File: src/rtl/muldiv_pkg.sv
// Shared op encodings, FSM state type and operand helpers for the multiply/divide unit.
package muldiv_pkg;

  localparam logic [2:0] OP_MULT  = 3'b000;
  localparam logic [2:0] OP_MULTU = 3'b001;
  localparam logic [2:0] OP_DIV   = 3'b010;
  localparam logic [2:0] OP_DIVU  = 3'b011;
  localparam logic [2:0] OP_MTHI  = 3'b100;
  localparam logic [2:0] OP_MTLO  = 3'b101;

  typedef enum logic [1:0] {
    IDLE = 2'd0,
    RUN  = 2'd1,
    FIX  = 2'd2
  } state_e;

  function automatic logic op_is_signed(input logic [2:0] op);
    return (op == OP_MULT) || (op == OP_DIV);
  endfunction

endpackage

File: src/rtl/muldiv_divstep.sv
// One restoring-division step: shift the next dividend bit into the partial
// remainder, subtract the divisor if it fits, and emit the quotient bit.
module muldiv_divstep #(
  parameter int WIDTH = 32
) (
  input  logic [WIDTH-1:0] rem_i,
  input  logic             bit_i,
  input  logic [WIDTH-1:0] divisor_i,
  output logic [WIDTH-1:0] rem_o,
  output logic             q_bit_o
);

  logic [WIDTH:0] partial;
  logic [WIDTH:0] diff;

  assign partial = {rem_i, bit_i};
  assign diff    = partial - {1'b0, divisor_i};
  // A borrow out of the top bit means the divisor did not fit.
  assign q_bit_o = ~diff[WIDTH];
  assign rem_o   = q_bit_o ? diff[WIDTH-1:0] : partial[WIDTH-1:0];

endmodule

File: src/rtl/muldiv_unit.sv
// Iterative multiply/divide unit with HI/LO registers (IDLE -> RUN x WIDTH -> FIX).
// Divider datapath is built only when MULDIV_DIV_EN is defined; otherwise div/divu raise err.
module muldiv_unit
  import muldiv_pkg::*;
#(
  parameter int WIDTH = 32
) (
  input  logic             clk,
  input  logic             reset,
  input  logic             start,
  input  logic [2:0]       op,
  input  logic [WIDTH-1:0] a,
  input  logic [WIDTH-1:0] b,
  input  logic             cancel,
  output logic             busy,
  output logic             done,
  output logic             err,
  output logic [WIDTH-1:0] hi,
  output logic [WIDTH-1:0] lo
);

  localparam int CNT_W = $clog2(WIDTH) + 1;

  state_e             state_q, state_d;
  logic [CNT_W-1:0]   cnt_q, cnt_d;
  logic [2*WIDTH-1:0] acc_q, acc_d;
  logic [WIDTH-1:0]   opnd_q, opnd_d;
  logic [WIDTH-1:0]   hi_q, hi_d, lo_q, lo_d;
  logic               is_div_q, is_div_d;
  logic               neg_q, neg_d;
  logic               rneg_q, rneg_d;
  logic               div0_q, div0_d;
  logic               done_q, done_d;
  logic               err_q, err_d;

  logic               accept;
  logic               a_neg, b_neg;
  logic [WIDTH-1:0]   a_mag, b_mag;
  logic [WIDTH:0]     mul_sum;
  logic [2*WIDTH-1:0] step_mul, step_div, prod;
  logic [WIDTH-1:0]   quot, rem, res_hi, res_lo;

  assign accept = start && !cancel && (state_q == IDLE);
  assign a_neg  = op_is_signed(op) & a[WIDTH-1];
  assign b_neg  = op_is_signed(op) & b[WIDTH-1];
  assign a_mag  = a_neg ? -a : a;
  assign b_mag  = b_neg ? -b : b;

  // acc holds {partial product, remaining multiplier bits}; one multiplier bit per cycle.
  assign mul_sum  = {1'b0, acc_q[2*WIDTH-1:WIDTH]} + (acc_q[0] ? {1'b0, opnd_q} : '0);
  assign step_mul = {mul_sum, acc_q[WIDTH-1:1]};

`ifdef MULDIV_DIV_EN
  localparam bit DIV_EN = 1'b1;
  logic [WIDTH-1:0] div_rem;
  logic             div_qbit;

  // For division acc holds {remainder, dividend bits shifting out / quotient shifting in}.
  muldiv_divstep #(.WIDTH(WIDTH)) u_divstep (
    .rem_i     (acc_q[2*WIDTH-1:WIDTH]),
    .bit_i     (acc_q[WIDTH-1]),
    .divisor_i (opnd_q),
    .rem_o     (div_rem),
    .q_bit_o   (div_qbit)
  );
  assign step_div = {div_rem, acc_q[WIDTH-2:0], div_qbit};
`else
  localparam bit DIV_EN = 1'b0;
  assign step_div = acc_q;
`endif

  assign prod = neg_q  ? -acc_q : acc_q;
  assign quot = neg_q  ? -acc_q[WIDTH-1:0] : acc_q[WIDTH-1:0];
  assign rem  = rneg_q ? -acc_q[2*WIDTH-1:WIDTH] : acc_q[2*WIDTH-1:WIDTH];

  // A zero divisor leaves the dividend in the remainder, so only LO needs forcing.
  assign res_hi = is_div_q ? rem : prod[2*WIDTH-1:WIDTH];
  assign res_lo = is_div_q ? (div0_q ? '1 : quot) : prod[WIDTH-1:0];

  always_comb begin
    state_d  = state_q;
    cnt_d    = cnt_q;
    acc_d    = acc_q;
    opnd_d   = opnd_q;
    hi_d     = hi_q;
    lo_d     = lo_q;
    is_div_d = is_div_q;
    neg_d    = neg_q;
    rneg_d   = rneg_q;
    div0_d   = div0_q;
    done_d   = 1'b0;
    err_d    = 1'b0;
    case (state_q)
      IDLE: begin
        if (accept) begin
          case (op)
            OP_MULT, OP_MULTU: begin
              state_d  = RUN;
              cnt_d    = '0;
              acc_d    = {{WIDTH{1'b0}}, b_mag};
              opnd_d   = a_mag;
              is_div_d = 1'b0;
              neg_d    = a_neg ^ b_neg;
            end
            OP_DIV, OP_DIVU: begin
              if (DIV_EN) begin
                state_d  = RUN;
                cnt_d    = '0;
                acc_d    = {{WIDTH{1'b0}}, a_mag};
                opnd_d   = b_mag;
                is_div_d = 1'b1;
                neg_d    = a_neg ^ b_neg;
                rneg_d   = a_neg;
                div0_d   = (b == '0);
              end else begin
                err_d = 1'b1;
              end
            end
            OP_MTHI: hi_d  = a;
            OP_MTLO: lo_d  = a;
            default: err_d = 1'b1;
          endcase
        end
      end
      RUN: begin
        if (cancel) begin
          state_d = IDLE;
        end else begin
          acc_d = is_div_q ? step_div : step_mul;
          cnt_d = cnt_q + CNT_W'(1);
          if (cnt_q == CNT_W'(WIDTH - 1)) state_d = FIX;
        end
      end
      FIX: begin
        state_d = IDLE;
        if (!cancel) begin
          hi_d   = res_hi;
          lo_d   = res_lo;
          done_d = 1'b1;
        end
      end
      default: state_d = IDLE;
    endcase
  end

  always_ff @(posedge clk) begin
    if (reset) begin
      state_q  <= IDLE;
      cnt_q    <= '0;
      acc_q    <= '0;
      opnd_q   <= '0;
      hi_q     <= '0;
      lo_q     <= '0;
      is_div_q <= 1'b0;
      neg_q    <= 1'b0;
      rneg_q   <= 1'b0;
      div0_q   <= 1'b0;
      done_q   <= 1'b0;
      err_q    <= 1'b0;
    end else begin
      state_q  <= state_d;
      cnt_q    <= cnt_d;
      acc_q    <= acc_d;
      opnd_q   <= opnd_d;
      hi_q     <= hi_d;
      lo_q     <= lo_d;
      is_div_q <= is_div_d;
      neg_q    <= neg_d;
      rneg_q   <= rneg_d;
      div0_q   <= div0_d;
      done_q   <= done_d;
      err_q    <= err_d;
    end
  end

  assign busy = (state_q != IDLE);
  assign done = done_q;
  assign err  = err_q;
  assign hi   = hi_q;
  assign lo   = lo_q;

endmodule

File: config.mk
export PLATFORM = sky130hd
export DESIGN_NAME = muldiv_unit
export DESIGN_NICKNAME = d
export VERILOG_FILES = /design/src/rtl/muldiv_pkg.sv /design/src/rtl/muldiv_divstep.sv /design/src/rtl/muldiv_unit.sv
export SDC_FILE = /design/constraint.sdc
export NUM_CORES = 1
export LEC_CHECK = 0
export BUFFER_PORTS_ARGS = -buffer_cell sky130_fd_sc_hd__buf_2
export CAP_MARGIN = 10
export CORE_AREA = 2 2 152 184
export CTS_CLUSTER_SIZE = 8
export DETAILED_ROUTE_END_ITERATION = 8
export DIE_AREA = 0 0 154 186
export HOLD_SLACK_MARGIN = 0.08
export PLACE_DENSITY = 0.67
export SLEW_MARGIN = 30
export SYNTH_ARGS = -nofsm -noshare
export SYNTH_HDL_FRONTEND = slang
export SYNTH_SLANG_ARGS = --single-unit
File: constraint.sdc
create_clock -name clk -period 3.74 [get_ports clk]
set_input_delay 0.374 -clock clk [delete_from_list [all_inputs] [get_ports clk]]
set_output_delay 0.374 -clock clk [all_outputs]
set_load 0.02 [all_outputs]
==> qor.yml <==
portBuffers: 137
drt_iter0_drc: 835
powerDensity_nw_per_um2: 334
synth_compound_area_share_pct: 25.4
vdd_drop_max_mv: 0.230
switchingPower_uw: 1310
path_delay_family: "simple AND/OR/NAND/NOR gates"
final_util_pct: 48.2
tns_ps: 0
ant_nets: 0
critPathMaxFanout: 10
drv_cap: 0
max-clock-path-buffers: 2
required_ps: 4130
min_path_type: "input pin to register"
yosys.area_share.adder_pct: 4.14
core-area_sq_um: 26800
cts.sinks: 171
path_buf_inv: 1
path_class: "register to register"
drv_slew: 0
yosysTopAreaCell: "dfxtp_1"
p_int_uw: 3020
layout_worst_path_cycle_share_pct: 90.9
synth_common_cells: "nor2_1 (214), dfxtp_1 (171), a21oi_1 (149)"
fp.dieH_um: 186
gp_congestion: 0.948
max_freq_mhz: 294
synth.avg_cell_area_sq_um: 7.62
synthTopCellsByArea: "dfxtp_1 (30%), nor2_1 (7.1%), xor2_1 (6.8%)"
finClkSkew_ps: 14.7
r2r_setup_slack_ps: 340
synthFlopType: "dfxtp_1"
crit_path_frequent_cell: "a31oi_1"
viasPerCell: 5.94
synthCells: 1493
yosysMostFrequentCell: "nor2_1"
rsz0062_at_grt: "false"
arrival_ps: 3790
dpl-instance-area_sq_um: 12300
ios: 138
slowest_delay_ps: 540
num_vias: 11500
grt_overflow: 0
synthToLayoutAreaGrowth_pct: 13.7
drt-pass1-iter-count: 6
h-tree-depth: 4
clk_pin_slew_ps: 80
track_usage_pct: 26.8
met1_length_um: 15700
setup_viol: 0
tightest_slew_ps: 835
antenna_found_initial: 2
start_util_pct: 42.4
ys_ff_latch: 171
seq_area_frac_synth_pct: 30.1
rows: 66
finalHoldViolations: 0
synth_edf_count: 0
syn_area_sq_um: 11400
total_power_uw: 4320
yosys_warnings: 0
outcome: "finished clean"
synth_top_area_share_pct: 30.1
cts_tree: "built"
leakage_uw: 0.00520
route.met2.wl_um: 18800
pwr-share-comb_pct: 13.0
cts_resized: 0
pwr-share-seq_pct: 43.7
yosys.area_share.simple_pct: 23.8
nNetsFinal: 1686
worstPathCellList: "and2_1 > ha_1 > inv_1 > fa_1 > nor2b_1 > o2111ai_1 > a31oi_1 > o21ai_0 > and3_1 > or4_1 > a31oi_1 > a221o_1"
worstSetupEndpointType: "register"
hold_slack_ps: 251
ctsHoldBuffers: 0
top_layer: "met4"
start_kind: "register"
dieArea_sq_um: 28600
clock_latency_ps: 450
swShare_pct: 30.2
first_global_vias: 10800
route.detailed.drc: 0
die_w_um: 154
grt_pass1_wl_um: 59700
place_hpwl_um: 30100
synth_cell_types: 76
synthXorXnorAreaFrac_pct: 11.2
relSlewSlack_pct: 44.2
grt_max_degree: 68
period_minus_slack_ps: 3400
wl_met3_um: 2170
drive_above_1_share_pct: 15.1
muxShareOfSynthArea_pct: 0.352
async_reset_ff_share_pct: 0
clock_power_share_pct: 43.3
numCtsBuffers: 17
synth_top_family_by_area: "compound AO/OA/AOI/OAI gates"
cts-root-buf: "clkbuf_16"
fin_area_sq_um: 12900
cts_setup_buffers: 0
slowest_stage: "dfxtp_1"
wl_um: 38900
syn-num-nets: 1601
post_drt_wl_per_cell_um: 20.1
per-layer routing:
layer,vias to the layer above,track usage [%]
met1,5418,31.3
li1,5561,-
met4,0,14.2
met3,103,4.19
met5,-,0
met2,394,47.3
metrics by stage:
| stage | instances | worst slack [ps] |
|---|---|---|
| detailed placement | 1899 | 375 |
| floorplan | 1493 | 607 |
| CTS | 1931 | 348 |
| finish | 1933 | 339 |
| global route | 1932 | 72.7 |
| global placement | 1899 | 447 |
registers in the layout (all words and copies together) (netlist names):
signal,flops
opnd_q,32
hi,32
neg_q,1
cnt_q,6
err,1
state_q,2
acc_q,64
lo,32
done,1
final timing paths:
check,start,to,depth (start not counted)
max reg2reg,acc_q[0]$_SDFFE_PP0P_,acc_q[63]$_SDFFE_PP0P_,12
max,acc_q[0]$_SDFFE_PP0P_,acc_q[63]$_SDFFE_PP0P_,12
min,start,err$_SDFF_PP0_,3
min reg2reg,hi[21]$_SDFFE_PP0P_,hi[21]$_SDFFE_PP0P_,1
logic make-up after synthesis:
family                     count (synthesis)
AOI/OAI and AO/OA                        446
xor gates and xnor gates                 145
adders and majority gates                 37
buffers and inverters                    125
DFF                                      171
muxes                                      4
and+or+nand+nor                          565
power groups by stage:
stage          logic [uW]  registers [uW]  clock network (uW)
4_1_cts               555            1890                1890
3_5_place_dp          553            1930                   0
3_3_place_gp          545            1930                   0
2_1_floorplan         354            1930                   0
5_1_grt               615            1890                1960
6_report              562            1890                1870
cells in the final DEF (no fill, tap or decap), types with 12 or more instances in the layout:
cell	count
nor2_1	213
dfxtp_1	170
a21oi_1	149
buf_2	136
nand2_1	133
a211oi_1	95
xor2_1	88
o21ai_0	63
xnor2_1	57
nor3_1	39
ha_1	36
and2_1	34
buf_4	33
o31ai_1	31
inv_1	21
nand3_1	20
nand4_1	18
or3_1	17
clkbuf_16	17
or4_1	16
a21o_1	15
a31oi_1	13
o41ai_1	12
worst register-to-register path, stage by stage, from the launching register on:
cell       delay (ps)
dfxtp_1           540
and2_1            190
ha_1              150
inv_1              50
fa_1              390
nor2b_1           200
o2111ai_1         200
a31oi_1           340
o21ai_0           240
and3_1            250
or4_1             470
a31oi_1           190
a221o_1           120
cell type report:
| class | instances | area [sq um] |
|---|---|---|
| Timing Repair Buffer | 170 | 948 |
| Clock buffer | 17 | 425 |
| Fill cell | 2712 | 13900 |
| Tap cell | 340 | 425 |
| Clock inverter | 15 | 195 |
| Antenna cell | 2 | 5.00 |
| Sequential cell | 171 | 3420 |
| Multi-Input combinational cell | 1197 | 7420 |
| Inverter | 21 | 78.8 |
Power figures use the tool's default switching activity.
